File: src/rtl/decode_stage.sv
// decode_stage: buffered RV32I decode stage between fetch and issue.
//
// Fetch packets (PC + instruction) enter a DEPTH-entry FIFO through a
// valid/ready handshake. The FIFO head is decoded combinationally and
// loaded into a registered output stage toward issue.
//
// Optional feature macro: DECODE_RV32M_EN (adds RV32M decode as unit 3;
// without it those encodings are flagged illegal).
//
// Ports:
//   clk, rst         clock; synchronous active-high reset
//   flush            drop all buffered and output state at the next edge
//   in_valid/ready   fetch handshake; in_pc [PC_W], in_instr [32]
//   out_valid/ready  issue handshake
//   out_pc [PC_W]    PC of the decoded packet
//   out_decode [16]  {unit[1:0], sub_unit[2:0], sel[3:0], imm, fence,
//                     ecall, ebreak, mret, illegal, calc_j}
//   out_rd/rs1/rs2   register indices, zero where the format has none
//   out_imm [XLEN]   sign-extended immediate (zimm/shamt zero-extended)
module decode_stage #(
  parameter int DEPTH = 4,
  parameter int PC_W  = 32,
  parameter int XLEN  = 32
) (
  input  logic            clk,
  input  logic            rst,
  input  logic            flush,
  input  logic            in_valid,
  output logic            in_ready,
  input  logic [PC_W-1:0] in_pc,
  input  logic [31:0]     in_instr,
  output logic            out_valid,
  input  logic            out_ready,
  output logic [PC_W-1:0] out_pc,
  output logic [15:0]     out_decode,
  output logic [4:0]      out_rd,
  output logic [4:0]      out_rs1,
  output logic [4:0]      out_rs2,
  output logic [XLEN-1:0] out_imm
);

  localparam int PTR_W = $clog2(DEPTH);
  localparam int CNT_W = $clog2(DEPTH + 1);
  localparam logic [CNT_W-1:0] FULL_CNT = CNT_W'(DEPTH);

  localparam logic [6:0] OPC_LUI    = 7'b0110111;
  localparam logic [6:0] OPC_AUIPC  = 7'b0010111;
  localparam logic [6:0] OPC_JAL    = 7'b1101111;
  localparam logic [6:0] OPC_JALR   = 7'b1100111;
  localparam logic [6:0] OPC_BRANCH = 7'b1100011;
  localparam logic [6:0] OPC_LOAD   = 7'b0000011;
  localparam logic [6:0] OPC_STORE  = 7'b0100011;
  localparam logic [6:0] OPC_OPIMM  = 7'b0010011;
  localparam logic [6:0] OPC_OP     = 7'b0110011;
  localparam logic [6:0] OPC_FENCE  = 7'b0001111;
  localparam logic [6:0] OPC_SYSTEM = 7'b1110011;

  typedef struct packed {
    logic [1:0]      unit;
    logic [2:0]      sub_unit;
    logic [3:0]      sel;
    logic            imm_f;
    logic            fence;
    logic            ecall;
    logic            ebreak;
    logic            mret;
    logic            illegal;
    logic            calc_j;
    logic [4:0]      rd;
    logic [4:0]      rs1;
    logic [4:0]      rs2;
    logic [XLEN-1:0] imm;
  } dec_t;

  function automatic logic signed [XLEN-1:0] imm_i(input logic [31:0] ins);
    return $signed({{(XLEN-12){ins[31]}}, ins[31:20]});
  endfunction

  function automatic logic signed [XLEN-1:0] imm_s(input logic [31:0] ins);
    return $signed({{(XLEN-12){ins[31]}}, ins[31:25], ins[11:7]});
  endfunction

  function automatic logic signed [XLEN-1:0] imm_b(input logic [31:0] ins);
    return $signed({{(XLEN-13){ins[31]}}, ins[31], ins[7], ins[30:25], ins[11:8], 1'b0});
  endfunction

  function automatic logic signed [XLEN-1:0] imm_u(input logic [31:0] ins);
    return XLEN'($signed({ins[31:12], 12'b0}));
  endfunction

  function automatic logic signed [XLEN-1:0] imm_j(input logic [31:0] ins);
    return $signed({{(XLEN-21){ins[31]}}, ins[31], ins[19:12], ins[20], ins[30:21], 1'b0});
  endfunction

  // 5-bit unsigned field (shamt or CSR zimm), zero-extended
  function automatic logic [XLEN-1:0] imm_z5(input logic [4:0] f);
    return XLEN'(f);
  endfunction

  function automatic dec_t decode_instr(input logic [31:0] ins);
    dec_t       d;
    logic [2:0] f3;
    logic [6:0] f7;
    logic       ok;
    d  = '0;
    f3 = ins[14:12];
    f7 = ins[31:25];
    ok = 1'b1;
    case (ins[6:0])
      OPC_LUI: begin
        d.sel   = 4'd0;
        d.imm_f = 1'b1;
        d.rd    = ins[11:7];
        d.imm   = imm_u(ins);
      end
      OPC_AUIPC: begin
        d.sel   = 4'd1;
        d.imm_f = 1'b1;
        d.rd    = ins[11:7];
        d.imm   = imm_u(ins);
      end
      OPC_JAL: begin
        d.sel   = 4'd2;
        d.imm_f = 1'b1;
        d.rd    = ins[11:7];
        d.imm   = imm_j(ins);
      end
      OPC_JALR: begin
        if (f3 == 3'b000) begin
          d.sel    = 4'd3;
          d.imm_f  = 1'b1;
          d.calc_j = 1'b1;
          d.rd     = ins[11:7];
          d.rs1    = ins[19:15];
          d.imm    = imm_i(ins);
        end else begin
          ok = 1'b0;
        end
      end
      OPC_BRANCH: begin
        d.sub_unit = 3'd1;
        d.imm_f    = 1'b1;
        d.calc_j   = 1'b1;
        d.rs1      = ins[19:15];
        d.rs2      = ins[24:20];
        d.imm      = imm_b(ins);
        case (f3)
          3'b000:  d.sel = 4'd0;
          3'b001:  d.sel = 4'd1;
          3'b100:  d.sel = 4'd2;
          3'b101:  d.sel = 4'd3;
          3'b110:  d.sel = 4'd4;
          3'b111:  d.sel = 4'd5;
          default: ok = 1'b0;
        endcase
      end
      OPC_LOAD: begin
        d.unit  = 2'd1;
        d.imm_f = 1'b1;
        d.rd    = ins[11:7];
        d.rs1   = ins[19:15];
        d.imm   = imm_i(ins);
        case (f3)
          3'b000:  d.sel = 4'd0;
          3'b001:  d.sel = 4'd1;
          3'b010:  d.sel = 4'd2;
          3'b100:  d.sel = 4'd3;
          3'b101:  d.sel = 4'd4;
          default: ok = 1'b0;
        endcase
      end
      OPC_STORE: begin
        d.unit     = 2'd1;
        d.sub_unit = 3'd1;
        d.imm_f    = 1'b1;
        d.rs1      = ins[19:15];
        d.rs2      = ins[24:20];
        d.imm      = imm_s(ins);
        case (f3)
          3'b000:  d.sel = 4'd0;
          3'b001:  d.sel = 4'd1;
          3'b010:  d.sel = 4'd2;
          default: ok = 1'b0;
        endcase
      end
      OPC_OPIMM: begin
        d.imm_f = 1'b1;
        d.rd    = ins[11:7];
        d.rs1   = ins[19:15];
        d.imm   = imm_i(ins);
        case (f3)
          3'b000: d.sub_unit = 3'd2;
          3'b010: begin d.sub_unit = 3'd3; d.sel = 4'd0; end
          3'b011: begin d.sub_unit = 3'd3; d.sel = 4'd1; end
          3'b100: begin d.sub_unit = 3'd3; d.sel = 4'd2; end
          3'b110: begin d.sub_unit = 3'd3; d.sel = 4'd3; end
          3'b111: begin d.sub_unit = 3'd3; d.sel = 4'd4; end
          3'b001: begin
            d.sub_unit = 3'd4;
            d.sel      = 4'd0;
            d.imm      = imm_z5(ins[24:20]);
            ok         = (f7 == 7'b0000000);
          end
          default: begin
            d.sub_unit = 3'd4;
            d.imm      = imm_z5(ins[24:20]);
            if (f7 == 7'b0000000)      d.sel = 4'd1;
            else if (f7 == 7'b0100000) d.sel = 4'd2;
            else                       ok = 1'b0;
          end
        endcase
      end
      OPC_OP: begin
        d.rd  = ins[11:7];
        d.rs1 = ins[19:15];
        d.rs2 = ins[24:20];
        case (f7)
          7'b0000000: begin
            case (f3)
              3'b000:  begin d.sub_unit = 3'd2; d.sel = 4'd0; end
              3'b001:  begin d.sub_unit = 3'd4; d.sel = 4'd0; end
              3'b010:  begin d.sub_unit = 3'd3; d.sel = 4'd0; end
              3'b011:  begin d.sub_unit = 3'd3; d.sel = 4'd1; end
              3'b100:  begin d.sub_unit = 3'd3; d.sel = 4'd2; end
              3'b101:  begin d.sub_unit = 3'd4; d.sel = 4'd1; end
              3'b110:  begin d.sub_unit = 3'd3; d.sel = 4'd3; end
              default: begin d.sub_unit = 3'd3; d.sel = 4'd4; end
            endcase
          end
          7'b0100000: begin
            case (f3)
              3'b000:  begin d.sub_unit = 3'd2; d.sel = 4'd1; end
              3'b101:  begin d.sub_unit = 3'd4; d.sel = 4'd2; end
              default: ok = 1'b0;
            endcase
          end
          7'b0000001: begin
`ifdef DECODE_RV32M_EN
            d.unit     = 2'd3;
            d.sub_unit = {2'b00, f3[2]};
            d.sel      = {2'b00, f3[1:0]};
`else
            ok = 1'b0;
`endif
          end
          default: ok = 1'b0;
        endcase
      end
      OPC_FENCE: begin
        if (f3 == 3'b000 || f3 == 3'b001) d.fence = 1'b1;
        else                              ok = 1'b0;
      end
      OPC_SYSTEM: begin
        case (f3)
          3'b000: begin
            if (ins == 32'h0000_0073)      d.ecall  = 1'b1;
            else if (ins == 32'h0010_0073) d.ebreak = 1'b1;
            else if (ins == 32'h3020_0073) d.mret   = 1'b1;
            else                           ok = 1'b0;
          end
          3'b100: ok = 1'b0;
          default: begin
            // f3[1:0] = 01/10/11 -> rw/rs/rc; f3[2] selects the zimm form
            d.unit = 2'd2;
            d.sel  = {2'b00, f3[1:0]} - 4'd1;
            d.rd   = ins[11:7];
            if (f3[2]) begin
              d.imm_f = 1'b1;
              d.imm   = imm_z5(ins[19:15]);
            end else begin
              d.rs1 = ins[19:15];
            end
          end
        endcase
      end
      default: ok = 1'b0;
    endcase
    if (!ok) begin
      d         = '0;
      d.illegal = 1'b1;
    end
    return d;
  endfunction

  logic [PC_W-1:0]  pc_mem    [DEPTH];
  logic [31:0]      instr_mem [DEPTH];
  logic [PTR_W-1:0] rd_ptr;
  logic [PTR_W-1:0] wr_ptr;
  logic [CNT_W-1:0] count;
  logic             push;
  logic             pop;

  logic             vld_p1;
  logic [PC_W-1:0]  pc_p1;
  logic [15:0]      dec_vec_p1;
  logic [4:0]       rd_p1;
  logic [4:0]       rs1_p1;
  logic [4:0]       rs2_p1;
  logic [XLEN-1:0]  imm_p1;

  logic [PC_W-1:0]  head_pc_p0;
  logic [31:0]      head_instr_p0;
  dec_t             dec_p0;

  assign in_ready = (count != FULL_CNT);
  assign push     = in_valid & in_ready & ~flush;
  assign pop      = (count != '0) & (~vld_p1 | out_ready);

  // ---- stage p0: FIFO storage and head decode ----
  always_ff @(posedge clk) begin
    if (push && !rst) begin
      pc_mem[wr_ptr]    <= in_pc;
      instr_mem[wr_ptr] <= in_instr;
    end
  end

  always_ff @(posedge clk) begin
    if (rst || flush) begin
      rd_ptr <= '0;
      wr_ptr <= '0;
      count  <= '0;
      vld_p1 <= 1'b0;
    end else begin
      if (push) wr_ptr <= wr_ptr + PTR_W'(1);
      if (pop)  rd_ptr <= rd_ptr + PTR_W'(1);
      case ({push, pop})
        2'b10:   count <= count + CNT_W'(1);
        2'b01:   count <= count - CNT_W'(1);
        default: count <= count;
      endcase
      if (pop)            vld_p1 <= 1'b1;
      else if (out_ready) vld_p1 <= 1'b0;
    end
  end

  assign head_pc_p0    = pc_mem[rd_ptr];
  assign head_instr_p0 = instr_mem[rd_ptr];
  assign dec_p0        = decode_instr(head_instr_p0);

  // ---- stage p1: registered decode toward issue ----
  always_ff @(posedge clk) begin
    if (rst) begin
      pc_p1      <= '0;
      dec_vec_p1 <= '0;
      rd_p1      <= '0;
      rs1_p1     <= '0;
      rs2_p1     <= '0;
      imm_p1     <= '0;
    end else if (pop && !flush) begin
      pc_p1      <= head_pc_p0;
      dec_vec_p1 <= {dec_p0.unit, dec_p0.sub_unit, dec_p0.sel, dec_p0.imm_f,
                     dec_p0.fence, dec_p0.ecall, dec_p0.ebreak, dec_p0.mret,
                     dec_p0.illegal, dec_p0.calc_j};
      rd_p1      <= dec_p0.rd;
      rs1_p1     <= dec_p0.rs1;
      rs2_p1     <= dec_p0.rs2;
      imm_p1     <= dec_p0.imm;
    end
  end

  assign out_valid  = vld_p1;
  assign out_pc     = pc_p1;
  assign out_decode = dec_vec_p1;
  assign out_rd     = rd_p1;
  assign out_rs1    = rs1_p1;
  assign out_rs2    = rs2_p1;
  assign out_imm    = imm_p1;

endmodule

File: config.mk
export PLATFORM = sky130hd
export DESIGN_NAME = decode_stage
export DESIGN_NICKNAME = d
export VERILOG_FILES = /design/src/rtl/decode_stage.sv
export SDC_FILE = /design/constraint.sdc
export NUM_CORES = 1
export LEC_CHECK = 0
export CAP_MARGIN = 20
export CORE_MARGIN = 2
export CORE_UTILIZATION = 55
export CTS_CLUSTER_DIAMETER = 100
export CTS_CLUSTER_SIZE = 30
export DETAILED_ROUTE_END_ITERATION = 6
export GPL_TIMING_DRIVEN = 1
export PLACE_DENSITY = 0.79
export SLEW_MARGIN = 20
export SYNTH_ARGS = -nofsm -noshare
export SYNTH_HDL_FRONTEND = slang
export SYNTH_SLANG_ARGS = --single-unit
File: constraint.sdc
create_clock -name clk -period 8.1 [get_ports clk]
set_input_delay 2.43 -clock clk [delete_from_list [all_inputs] [get_ports clk]]
set_output_delay 2.43 -clock clk [all_outputs]
set_load 0.01 [all_outputs]
==> qor.txt <==
===============================================================================================
Highest Clock Rate ...............................................................    0.190 GHz
Vias in the first global route ...................................................        8,668
Switching power ..................................................................     0.683 mW
P per Cell Area ..................................................................   192 nW/um2
Length of the first detailed-routing pass in iterations ..........................            5
IO Port Bufs .....................................................................          165
Wire length after detailed routing ...............................................    31,400 um
Antenna fix cells ................................................................            0
First-pass GRT wire length .......................................................    48,200 um
Finished Core Util ...............................................................        0.657
Share of the yosys chip area belonging to registers ..............................        0.690
Library cell contributing the largest single delay on the critical path .......... sky130_fd_sc_hd__or3_2
Maximum VDD drop .................................................................     0.225 mV
DP Wirelength ....................................................................    20,400 um
Setup repair after global routing missed its margin ..............................        false
Synth Cell Area ..................................................................   14,200 um2
GR Layer Usage met3 ..............................................................       0.0424
Final worst-path cycle share .....................................................        0.651
Maximum clock insertion buffer count .............................................            3
Total CTS buffers ................................................................           16
Crit start category .............................................................. primary input
Area used by multi-input combinational logic .....................................     4080 um2
I/O pin count ....................................................................          166
Setup Buffers After CTS ..........................................................            0
CP startpoint ....................................................................    out_ready
Yosys warning total ..............................................................            0
Max_cap viols ....................................................................            0
Data arrival time of the worst path ..............................................      5.71 ns
Post-synth ARST share ............................................................            0
Met2 usage .......................................................................        0.393
Relative area change from synthesis to final layout ..............................        16.8%
Clock period minus final worst setup slack .......................................      5.27 ns
Pin count of the biggest net entering global routing .............................           65
Number of sinks on the clock net .................................................          361
Most common library cell in the layout ignoring fill and taps .................... sky130_fd_sc_hd__edfxtp_1
Syn_nets .........................................................................        1,005
Net switching fraction of the power ..............................................        0.215
Setup clock skew after layout ....................................................    0.0390 ns
Most frequent cells in the layout ................................................ 256 x sky130_fd_sc_hd__edfxtp_1, 164 x sky130_fd_sc_hd__clkdlybuf4s50_1, 118 x sky130_fd_sc_hd__nand2_1, 103 x sky130_fd_sc_hd__dfxtp_1, 59 x sky130_fd_sc_hd__mux4_2
Final slew viol count ............................................................            0
Total GRT Usage ..................................................................        0.234
Routed len/inst ..................................................................      22.3 um
Most instantiated flip-flop cell in the synthesis netlist ........................ sky130_fd_sc_hd__edfxtp_1
Sum of negative setup slack ......................................................         0 ns
Type of element capturing the critical path ......................................         flop
Startpoint-to-endpoint class of the critical path ................................    in -> reg
Storage cell area ................................................................     9790 um2
Flops & latches, synth ...........................................................          361
Count of nets left with antenna violations after detail routing ..................            0
Clock network latency to the later pin of the worst-skew pair ....................      0.51 ns
Depth of the worst hold-timing path ..............................................            2
Average cell area after synthesis ................................................     15.3 um2
Global routing met1 resource utilization .........................................        0.320
Core Region ......................................................................   25,300 um2
Maximum fanout along the worst path ..............................................           43
Fill cell instance count of the final layout .....................................        1,807
Fraction of final layout cells sized beyond drive strength 1 .....................        0.112
CTS hold repair buffers ..........................................................            0
Number of rows created at floorplan ..............................................           58
Setup crit end ...................................................................   out_imm[1]
Die Height .......................................................................       165 um
Number of cells upsized or downsized after cts ...................................            0
Max H-tree Level .................................................................            1
Number of enable-type register cells in the synthesized netlist ..................          256
Result of the run ................................................................ complete, no violations
First-iteration detailed-routing DRC count .......................................          889
Register-to-Register Path Depth ..................................................            8
Worst hold margin ................................................................     0.466 ns
Internal Pwr Total ...............................................................      2.50 mW
Setup slack of the most critical reg-to-reg path .................................      3.52 ns
Least setup slack across all paths after layout ..................................      2.83 ns
Overall via count from detail_route ..............................................        8,637
Cells after Synth ................................................................          930
Total Die Area ...................................................................   27,100 um2
Horizontal die dimension .........................................................       165 um
Capture point of the worst reg-to-reg path .......................................   out_rs2[3]
Global-route layer with the greatest usage .......................................         met2
DRC Markers ......................................................................            0
Cells traversed along the worst timing path ...................................... clkdlybuf4s50_1 > nor2b_1 > or3_2 > nor2_1 > buf_4 > and3_1 > inv_1 > o31ai_1
Clock input transition at the sequential cells of the worst setup and hold paths .      0.11 ns
Combinational share of power .....................................................        0.072
CTS Root Cell .................................................................... sky130_fd_sc_hd__clkbuf_16
Worst Max-Slew Pin Slew ..........................................................      1.08 ns
Final hold violations ............................................................            0
Lkg Pwr ..........................................................................      5.21 nW
Relative slew slack ..............................................................        0.279
Power Total ......................................................................      3.18 mW
Path type of the worst min-delay path ............................................   reg -> reg
Post-placement setup slack .......................................................      2.31 ns
Routability-driven placement congestion ratio ....................................        0.922
Register share of total power ....................................................        0.631
Routed via count divided by cell count ...........................................         6.13
Clock network fraction of design power ...........................................        0.297
Number of antenna violations at the first check in global routing ................            1
TritonCTS clock tree .............................................................         done
Sum of overflow across all layers after global routing ...........................            0
Largest stage delay, worst path ..................................................      0.85 ns
Yosys cell types .................................................................           65
Required @ worst endpoint ........................................................      8.54 ns
Effective utilization at floorplan ...............................................        0.562
Setup violation total in the final timing report .................................            0
Number of nets in the final layout ...............................................        1,145
===============================================================================================
## power groups by stage
| stage | sequential (mW) | combinational (mW) | clock [mW] |
|---|---|---|---|
| 2_1_floorplan | 2.05 | 0.126 | 0 |
| 3_3_place_gp | 2.05 | 0.223 | 0 |
| 3_5_place_dp | 2.05 | 0.227 | 0 |
| 4_1_cts | 2.01 | 0.228 | 0.962 |
| 5_1_grt | 2.01 | 0.245 | 1.02 |
| 6_report | 2.01 | 0.228 | 0.946 |
## critical path, delay by kind of cell
family / cells / cell delay (ns)
compound gates: 1 / 0.30
buf+inv: 3 / 1.02
simple gates: 4 / 1.93
## worst min-delay path by stage
stage | slack (ns) | start | endpoint
global placement | 0.44 | out_rs2[1] | out_rs2[1]
floorplan | 0.47 | wr_ptr[1] | wr_ptr[1]
CTS | 0.47 | out_pc[0] | out_pc[0]
global route | 0.49 | out_pc[29] | out_pc[29]
detailed placement | 0.45 | out_pc[0] | out_pc[0]
finish | 0.47 | out_pc[0] | out_pc[0]
## layout make-up
class | count | share of cell area
Clock inverter | 1 | 0.00181
Timing Repair Buffer | 178 | 0.105
Clock buffer | 27 | 0.0279
Inverter | 17 | 0.00385
Tap cell | 330 | 0.0249
Sequential cell | 361 | 0.590
Multi-Input combinational cell | 496 | 0.246
## sequential cells by signal, indices dropped and copies added, names as in the netlist, named ones only
signal      flops
instr_mem     128
rd_ptr          2
out_decode     16
out_pc         32
count           3
out_rs2         5
out_rs1         5
pc_mem        128
out_valid       1
wr_ptr          2
out_rd          5
out_imm        32
## synthesized netlist by cell type (all sizes together) (4+ instances only)
cell type | instances | area, um2
nor2b | 7 | 43.8
dfxtp | 105 | 2100
nand2b | 7 | 43.8
a21boi | 6 | 45.1
o31ai | 7 | 76.3
buf | 20 | 150
a21oi | 43 | 215
a22oi | 7 | 52.6
inv | 17 | 63.8
a32o | 23 | 230
nand3 | 23 | 115
clkbuf | 36 | 135
o311ai | 4 | 35.0
or3 | 6 | 37.5
a31oi | 4 | 25.0
nor2 | 27 | 104
o21ai | 37 | 185
and2 | 13 | 81.3
ha | 5 | 62.6
nor3 | 13 | 65.1
o41ai | 6 | 97.6
a222oi | 4 | 40.0
edfxtp | 256 | 7690
nand4 | 4 | 25.0
mux4 | 64 | 1460
or2 | 5 | 31.3
a21o | 11 | 82.6
nor4 | 11 | 103
nand2 | 118 | 443
## cells by family (layout without fill, tap and decap cells)
group	after synthesis	count (layout)	share of synthesized area
DFF	361	361	0.690
buffers and inverters	73	223	0.0246
xor gates and xnor gates	6	6	0.00370
adders and majority gates	6	6	0.00582
AOI/OAI and AO/OA	173	173	0.0887
and+or+nand+nor	245	245	0.0834
muxes	66	66	0.104
## metrics by stage
step	cells	cell area, um2
floorplan	930	14200
global placement	1382	16100
detailed placement	1382	16100
CTS	1410	16600
global route	1410	16600
finish	1410	16600
## layer usage
| layer | wire length, um | vias to the layer above |
|---|---|---|
| met3 | 2380 | 57 |
| li1 | - | 3885 |
| met5 | 11 | - |
| met1 | 12800 | 4336 |
| met4 | 715 | 2 |
| met2 | 15500 | 357 |
Power figures use the tool's default switching activity.
==> patch: new RTL, same flow settings <==
The parameter `DEPTH` goes from 4 to 2.
--- a/src/rtl/decode_stage.sv
+++ b/src/rtl/decode_stage.sv
@@ -18,7 +18,7 @@
 //   out_rd/rs1/rs2   register indices, zero where the format has none
 //   out_imm [XLEN]   sign-extended immediate (zimm/shamt zero-extended)
 module decode_stage #(
-  parameter int DEPTH = 4,
+  parameter int DEPTH = 2,
   parameter int PC_W  = 32,
   parameter int XLEN  = 32
 ) (
Formal check against the unedited RTL: not equivalent (a bounded check fails within 4 cycles, from zero or initial values and one cycle with rst high).
==> patch against the unedited design <==
The flow now finishes with violations (design-rule violations). Power shrank 35%. Synthesized area down 34%. Routed wire length decreased by 29%. Worst setup slack better by 910 ps. First-iteration DRC count fell by 14%. Via count decreased by 22%. Sequential cell count decreased by 132. Design area down 31%. Critical path type unchanged. Largest cell class unchanged. Largest power group unchanged.
==> patch: results (changes against the unedited design) <==
Run status
  – Failing checks: design-rule violations
  – Outcome: finished, violations left

Drt
  – Avg WL per Cell: 20.4 um (-8.4%)
  – DR top layer: met4
  – # DRC: 3 (+3)
  – Met1 Wirelength: 9.60 mm (-25%)
  – Vias per inst: 6.10 (-0.44%)
  – Routed met3 length: 1.88 mm (-21%)
  – Routed length on met2: 10.5 mm (-32%)
  – Iter 0 DRT Violations: 763 (-14%)
  – Router iterations before antenna repair: 7 (+2)

Yosys
  – Most frequent cells after synthesis: 128 x edfxtp_1, 101 x dfxtp_1, 69 x nor2_1, 55 x mux2i_1, 51 x nand2_1
  – EDFF count, synth: 128 (-50%)
  – Mapped Nets: 804 (-20%)
  – Top cells by area, synth: edfxtp_1 41%, dfxtp_1 22%, mux2i_1 5.9%
  – Post-synth cell types: 79 (+22%)
  – Synth warn: 0 (unchanged)
  – Sequential share of the synthesized area: 0.625 (-0.0640)

Clocking
  – Setup repair bufs after CTS: 0 (unchanged)
  – CTS buffer count: 11 (-5)
  – Post_cts resized: 0 (unchanged)
  – Root buffer cell: clkbuf_16
  – Worst-Skew Late Latency: 470 ps (-40 ps)

GRT
  – Initial antenna violation count: 0 (-1)
  – Vias in the first global route: 6,557 (-24%)
  – Pin count of the biggest net entering global routing: 70 (+7.7%)
  – First-pass GRT wire length: 35.4 mm (-26%)
  – Overall Global Routing Usage: 0.246 (+0.0120)

Power and ir drop
  – Peak supply drop: 233 uV (+3.7%)
  – Pleak: 0.00360 uW (-31%)

Finish
  – Regs by FF count: instr_mem (64), pc_mem (64)
  – Layout fillers: 1,161 (-36%)
  – Nets@finish: 944 (-18%)
  – Layout cells sized above 1: 0.0809 (-0.0312)
  – # diodes: 0 (unchanged)

Critical path
  – R2r worst-path depth: 8 (unchanged)
  – Reg2Reg Capture Point: out_imm[24]
  – CP max stage cell: buf_4
  – Worst-path fanout max: 69 (+60%)
  – CP arrival: 4730 ps (-980 ps)
  – CP peak stage delay: 580 ps (-270 ps)
  – Crit path to: out_decode[8]
  – Minimum setup slack among reg-to-reg paths: 4290 ps (+770 ps)

Timing
  – Worst-Margin Slew: 1110 ps (+26.3 ps)
  – Clock Skew: 19.9 ps (-19.2 ps)

Placed design
  – RD Place Congestion: 0.977 (+6.0%)
  – Final HPWL DP: 15.7 mm (-23%)
  – Cell Area, Placed: 0.0111 sq mm (-31%)
## patch: cell count changes in the layout (fill, tap and decap cells not counted), sizes merged, moves of 16 or more
cell / change
o41ai: +16
mux2i: +57
mux4: -64
a21oi: -30
a211oi: +33
edfxtp: -128
nand2: -67
nand3: -16
nor2: +43
## patch: worst max-delay path: cells and delay by family
family | cells | cell delay [ps]
compound gates | 2 | 460
buf+inv | 3 | 1260
simple gates | 3 | 510
## patch: kinds of logic after synthesis
kind of cell,after synthesis,synth area share
buf+inv,54,0.0312
compound gates,174,0.151
xor+xnor,8,0.00747
simple gates,205,0.112
fa+ha+maj,1,0.00133
flops,229,0.625
mux,63,0.0712
## patch: final cells by class
class / count / share of cell area
Sequential cell: 229 / 0.512
Inverter: 6 / 0.00196
Clock buffer: 16 / 0.0275
Tap cell: 220 / 0.0240
Clock inverter: 1 / 0.000764
Timing Repair Buffer: 175 / 0.151
Multi-Input combinational cell: 451 / 0.283
## patch: worst min-delay path by stage
stage,end,from,slack (ps)
after floorplan,out_decode[1],out_decode[1],470
after global placement,out_decode[13],out_decode[13],440
after detailed placement,out_imm[9],out_imm[9],440
after CTS,out_imm[9],out_imm[9],470
after global routing,out_decode[5],out_decode[5],490
final,out_decode[11],out_decode[11],470
## patch: through the flow
step                worst slack (ps)  power (uW)  instances  utilization  hold WS (ps)
floorplan                        159        1380        734            -           474
global placement                3240        1450       1080        0.668           436
detailed placement              3100        1450       1080        0.668           443
CTS                             3600        2060       1097        0.688           471
global route                    3600        2120       1098        0.689           494
finish                          3740        2050       1098        0.689           469
## patch: per-layer routing
layer,global-route usage,vias to the layer above
li1,-,3112
met3,0.0518,35
met1,0.344,3233
met2,0.402,316
met5,0,-
met4,0.0515,0
## patch: report_power, final
group          switching (uW)  total, uW  leakage (uW)  internal [uW]
sequential               16.6       1270       0.00198           1250
combinational            87.6        165       0.00146           77.5
clock                     345        622      0.000157            277
total                     449       2050       0.00360           1600
